$ cat config.mk
export PLATFORM = sky130hd
export DESIGN_NAME = pipe_hazard_ctrl
export DESIGN_NICKNAME = d
export VERILOG_FILES = /design/src/rtl/pipe_hazard_ctrl.sv
export SDC_FILE = /design/constraint.sdc
export NUM_CORES = 1
export LEC_CHECK = 0
export ABC_AREA = 1
export BUFFER_PORTS_ARGS = -buffer_cell sky130_fd_sc_hd__buf_4
export CAP_MARGIN = 20
export CORE_UTILIZATION = 30
export DETAILED_ROUTE_END_ITERATION = 10
export PLACE_DENSITY = 0.59
export REMOVE_ABC_BUFFERS = 1
export SLEW_MARGIN = 10
export SYNTH_ARGS = -nofsm -noshare
export SYNTH_HDL_FRONTEND = slang
export SYNTH_SLANG_ARGS = --single-unit
export TNS_END_PERCENT = 1
$ cat constraint.sdc
create_clock -name clk -period 1.7 [get_ports clk]
set_input_delay 0.255 -clock clk [delete_from_list [all_inputs] [get_ports clk]]
set_output_delay 0.255 -clock clk [all_outputs]
set_load 0.02 [all_outputs]
$ cat src/rtl/pipe_hazard_ctrl.sv
// Stall/flush sequencer for the 5-stage pipeline: MDU latency FSM and redirect-pending FSM.
// Optional perf counters are built when PIPE_PERF_CNT_EN is defined.
module pipe_hazard_ctrl #(
    parameter int MDU_LAT = 4,
    parameter int CNT_W   = 32
) (
    input  logic       clk,
    input  logic       reset,
    input  logic       i_busy,
    input  logic       d_busy,
    input  logic [4:0] id_rs1,
    input  logic [4:0] id_rs2,
    input  logic [4:0] ex_rd,
    input  logic       ex_is_load,
    input  logic       ex_redirect,
    input  logic       ex_mdu_start,
    output logic       pc_en,
    output logic       f2d_en,
    output logic       f2d_flush,
    output logic       d2e_en,
    output logic       d2e_flush,
    output logic       e2m_en,
    output logic       e2m_flush,
    output logic       m2w_en,
    output logic       m2w_flush,
    output logic       mdu_busy,
    output logic       redirect_pending
`ifdef PIPE_PERF_CNT_EN
    ,
    output logic [CNT_W-1:0] perf_stall_cycles,
    output logic [CNT_W-1:0] perf_flush_count
`endif
);

    if (MDU_LAT < 2 || MDU_LAT > 16 || CNT_W < 1) begin : g_bad_param
        $error("pipe_hazard_ctrl: illegal MDU_LAT or CNT_W");
    end

    typedef enum logic [1:0] {
        M_IDLE = 2'd0,
        M_BUSY = 2'd1,
        M_DONE = 2'd2
    } mdu_state_e;

    typedef enum logic {
        R_IDLE = 1'b0,
        R_WAIT = 1'b1
    } redir_state_e;

    localparam logic [4:0] CNT_INIT = 5'(MDU_LAT - 2);

    mdu_state_e   mdu_q, mdu_d;
    redir_state_e redir_q, redir_d;
    logic [4:0]   cnt_q, cnt_d;

    logic mdu_stall;
    logic load_use;
    logic redir_wait;
    logic redir_accept;

    always_ff @(posedge clk) begin
        if (reset) begin
            mdu_q   <= M_IDLE;
            redir_q <= R_IDLE;
            cnt_q   <= '0;
        end else begin
            mdu_q   <= mdu_d;
            redir_q <= redir_d;
            cnt_q   <= cnt_d;
        end
    end

    // Hazard classification; BUSY with cnt==0 is the cycle the result leaves EX.
    always_comb begin
        mdu_stall = (mdu_q == M_IDLE && ex_mdu_start)
                 || (mdu_q == M_BUSY && cnt_q != 5'd0);
        load_use  = ex_is_load && (ex_rd != 5'd0)
                 && (ex_rd == id_rs1 || ex_rd == id_rs2);
        redir_wait   = (redir_q == R_WAIT);
        redir_accept = !redir_wait && ex_redirect && !d_busy && !mdu_stall;
    end

    always_comb begin
        pc_en     = 1'b1;
        f2d_en    = 1'b1;
        f2d_flush = 1'b0;
        d2e_en    = 1'b1;
        d2e_flush = 1'b0;
        e2m_en    = 1'b1;
        e2m_flush = 1'b0;
        m2w_en    = 1'b1;
        m2w_flush = 1'b0;
        if (d_busy) begin
            pc_en     = 1'b0;
            f2d_en    = 1'b0;
            d2e_en    = 1'b0;
            e2m_en    = 1'b0;
            m2w_flush = 1'b1;
        end else if (mdu_stall) begin
            pc_en     = 1'b0;
            f2d_en    = 1'b0;
            d2e_en    = 1'b0;
            e2m_flush = 1'b1;
        end else if (redir_wait) begin
            pc_en     = !i_busy;
            f2d_flush = 1'b1;
        end else if (ex_redirect) begin
            pc_en     = !i_busy;
            f2d_flush = 1'b1;
            d2e_flush = 1'b1;
        end else if (load_use) begin
            pc_en     = 1'b0;
            f2d_en    = 1'b0;
            d2e_flush = 1'b1;
        end else if (i_busy) begin
            pc_en     = 1'b0;
            f2d_flush = 1'b1;
        end
        // Wrong-path fetch data is discarded for as long as the redirect waits.
        if (redir_wait) begin
            f2d_flush = 1'b1;
        end
    end

    always_comb begin
        mdu_d = mdu_q;
        cnt_d = cnt_q;
        unique case (mdu_q)
            M_IDLE: begin
                if (ex_mdu_start && !d_busy) begin
                    mdu_d = M_BUSY;
                    cnt_d = CNT_INIT;
                end
            end
            M_BUSY: begin
                if (cnt_q != 5'd0) begin
                    cnt_d = cnt_q - 5'd1;
                end else if (!d_busy) begin
                    mdu_d = M_IDLE;
                end else begin
                    mdu_d = M_DONE;
                end
            end
            M_DONE: begin
                if (!d_busy) begin
                    mdu_d = M_IDLE;
                end
            end
            default: begin
                mdu_d = M_IDLE;
                cnt_d = '0;
            end
        endcase
    end

    always_comb begin
        redir_d = redir_q;
        unique case (redir_q)
            R_IDLE: begin
                if (redir_accept && i_busy) begin
                    redir_d = R_WAIT;
                end
            end
            R_WAIT: begin
                if (!i_busy && !d_busy) begin
                    redir_d = R_IDLE;
                end
            end
            default: redir_d = R_IDLE;
        endcase
    end

    assign mdu_busy         = (mdu_q == M_BUSY);
    assign redirect_pending = redir_wait;

`ifdef PIPE_PERF_CNT_EN
    logic [CNT_W-1:0] stall_cnt_q, stall_cnt_d;
    logic [CNT_W-1:0] flush_cnt_q, flush_cnt_d;

    always_ff @(posedge clk) begin
        if (reset) begin
            stall_cnt_q <= '0;
            flush_cnt_q <= '0;
        end else begin
            stall_cnt_q <= stall_cnt_d;
            flush_cnt_q <= flush_cnt_d;
        end
    end

    // Both counters saturate at all-ones.
    always_comb begin
        stall_cnt_d = stall_cnt_q;
        flush_cnt_d = flush_cnt_q;
        if (!pc_en && stall_cnt_q != '1) begin
            stall_cnt_d = stall_cnt_q + 1'b1;
        end
        if (redir_accept && flush_cnt_q != '1) begin
            flush_cnt_d = flush_cnt_q + 1'b1;
        end
    end

    assign perf_stall_cycles = stall_cnt_q;
    assign perf_flush_count  = flush_cnt_q;
`endif

endmodule
==> impl_results.md <==
* Crit Path Max Fanout at 4
* Worst skew pair latency at 0.26 ns
* Clock buffer count from CTS at 3
* Max-cap violation count at 0
* Synthesized area at 748 sq um
* Largest net degree at the start of global routing at 8
* PortBufs at 31
* H-tree depth at 1
* Diode count at 0
* Via density at 4.55
* Largest family of logic cells by synthesized area: simple AND/OR/NAND/NOR gates
* Max Root-Sink Buffers at 2
* Compound-Gate Fraction of Synth Area at 12.4%
* Status: finished clean
* CP startpoint kind: flop
* Critical Path RT at 1.44 ns
* Flops & latches, synth at 8
* Die ar. at 2700 sq um
* Initial Util at 32.9%
* Overflow after GRT at 0
* Most common cell after layout, fill and taps aside: buf_4
* Setup violators final at 0
* F_max at 601 MHz
* Hpwl dp at 1490 microns
* Placed Instances at 182
* Core ar. at 2280 sq um
* Crit path DAT at 1.41 ns
* Clock skew at 0.00201 ns
* Simple-gate area share of the yosys netlist at 44.0%
* Number of routed nets with antenna violations at 0
* Initial antenna violation count at 0
* Vias in the first global route at 842
* Final-stage net count at 192
* Post-Layout Cell Count at 194
* Seq/Total Area, Yosys at 21.4%
* GRT Util Overall at 16.1%
* Mux cell area share after synthesis at 0%
* Pwr/cell area at 636 nW/um^2
* Crit end category: primary output
* Via Count at 883
* Yosys synthesis warning count at 0
* Final routed DRC violation total at 0
* Detailed Route Iter0 Violations at 8
* Io pins at 33
* Tcrit/Tclk final at 97.9%
* Commonest non-fill, non-tap cells in the layout: 40 x buf_4, 31 x nand2_1, 19 x inv_1, 14 x nor2_1
* Leakage power at 0.611 nW
* Drt total wl at 2010 microns
* Layout cells sized above 1 at 41.0%
* Total Neg Setup Slack at 0 ns
* Synth Area in XOR/XNOR at 2.34%
* DIE HEIGHT at 51.9 microns
* Unrepaired setup endpoints after global routing: yes
* DIE WIDTH at 51.9 microns
* Avg Cell Area, Syn at 5.99 sq um
* Clk sink count at 8
* Crit path kind: reg -> out
* TritonCTS clock tree: done
* WL/cell at 10.4 microns
* Clk pin slew, worst setup/hold paths at 0.05 ns
* Post-synthesis instance total at 125
* Area growth, synth to finish at 48.0%
* Final WS setup at 0.0351 ns
* Count of pins over their slew limit at 0
* Hold Path Class: in -> reg
* Clk root buf: clkbuf_4
* GPL Wtd Cong at 0.831
* Netlist cell types at 26
* DP Worst Slack at 0.177 ns
* Row cnt at 17
* Pre-antenna DRT Iters at 4
* Final min period at 1.66 ns
* Hold Fails Final Rpt at 0
* Adder-cell share of the synthesized area at 3.34%
* Worst vdd ir at 398 uV
* Global-route wire length before repair at 3290 microns
through the flow:
stage	power [mW]	hold slack [ns]	utilization [%]	cell area, sq um
2_1_floorplan	0.402	0.324	-	733
3_3_place_gp	0.505	0.465	44.0	1000
3_5_place_dp	0.510	0.465	44.0	1000
4_1_cts	0.683	0.185	46.9	1070
5_1_grt	0.747	0.198	48.7	1110
6_report	0.704	0.187	48.7	1110
power by group:
group | leakage [nW] | internal [mW] | switching [mW]
logic | 0.531 | 0.154 | 0.177
registers | 0.0666 | 0.206 | 0.0189
clock network | 0.0138 | 0.0809 | 0.0671
sequential cells by signal, indices dropped and copies added (netlist names):
| register | flops |
|---|---|
| cnt_q | 5 |
| redirect_pending | 1 |
| mdu_q | 2 |
per-layer routing:
metal / part of all wire [%] / global-route usage, % / vias to the layer above
li1: - / - / 463
met1: 42 / 17.8 / 394
met2: 51 / 30.1 / 21
met3: 3.8 / 0.877 / 5
met4: 2.3 / 8.56 / 0
met5: 0 / 0 / -
what timing repair did:
action | in CTS | in global routing
setup endpoints to repair | 4 | 5
setup buffers | 4 | 5
gates resized for setup | 5 | 2
pin swaps | 3 | 2
hold buffers | 0 | 0
area by class of cell:
cell class / instances / area, sq um
clock buffers: 3 / 22.5
fillers: 253 / 1170
inverters: 28 / 105
multi-input cells: 87 / 480
flip-flops and latches: 8 / 164
well taps: 28 / 35.0
repair buffers: 40 / 300
logic make-up after synthesis:
family                   Yosys count
AND/OR/NAND/NOR                   66
other                              1
XOR/XNOR                           2
buffers and inverters             30
AO/OA/AOI/OAI                     16
flip-flops                         8
adder cells (fa/ha/maj)            2
critical path, cell delays in order (launching register included):
cell and delay [ns]:
dfxtp_2 0.33, inv_2 0.07, ha_4 0.13, nand3_2 0.08, nand2_2 0.08, nand3_2 0.07
inv_2 0.08, nand2_1 0.07, nor2_1 0.09, buf_4 0.14
Yosys cell counts (all sizes together):
library cell	instances	area [sq um]
nor2	17	86.3
a211oi	1	7.51
dfxtp	8	160
nand3b	1	7.51
a21oi	10	53.8
ha	2	25.0
xnor2	2	17.5
conb	1	3.75
nand2	34	140
nand3	9	60.1
buf	2	15.0
and3	1	6.26
nor3	2	10.0
o21ai	4	23.8
nand4	2	18.8
o21bai	1	7.51
inv	28	105
worst paths after layout:
kind                         startpoint                     to  slack, ns  cells past startpoint
hold / removal                    reset  cnt_q[0]$_SDFFE_PP0P_       0.19                      2
hold reg to reg   mdu_q[0]$_SDFFE_PP0P_  mdu_q[0]$_SDFFE_PP0P_       0.46                      1
setup reg to reg  cnt_q[0]$_SDFFE_PP0P_  cnt_q[2]$_SDFFE_PP0P_       0.38                      8
setup / recovery  cnt_q[0]$_SDFFE_PP0P_                  pc_en       0.04                      9
No activity file was read; power rests on OpenSTA's default activity.
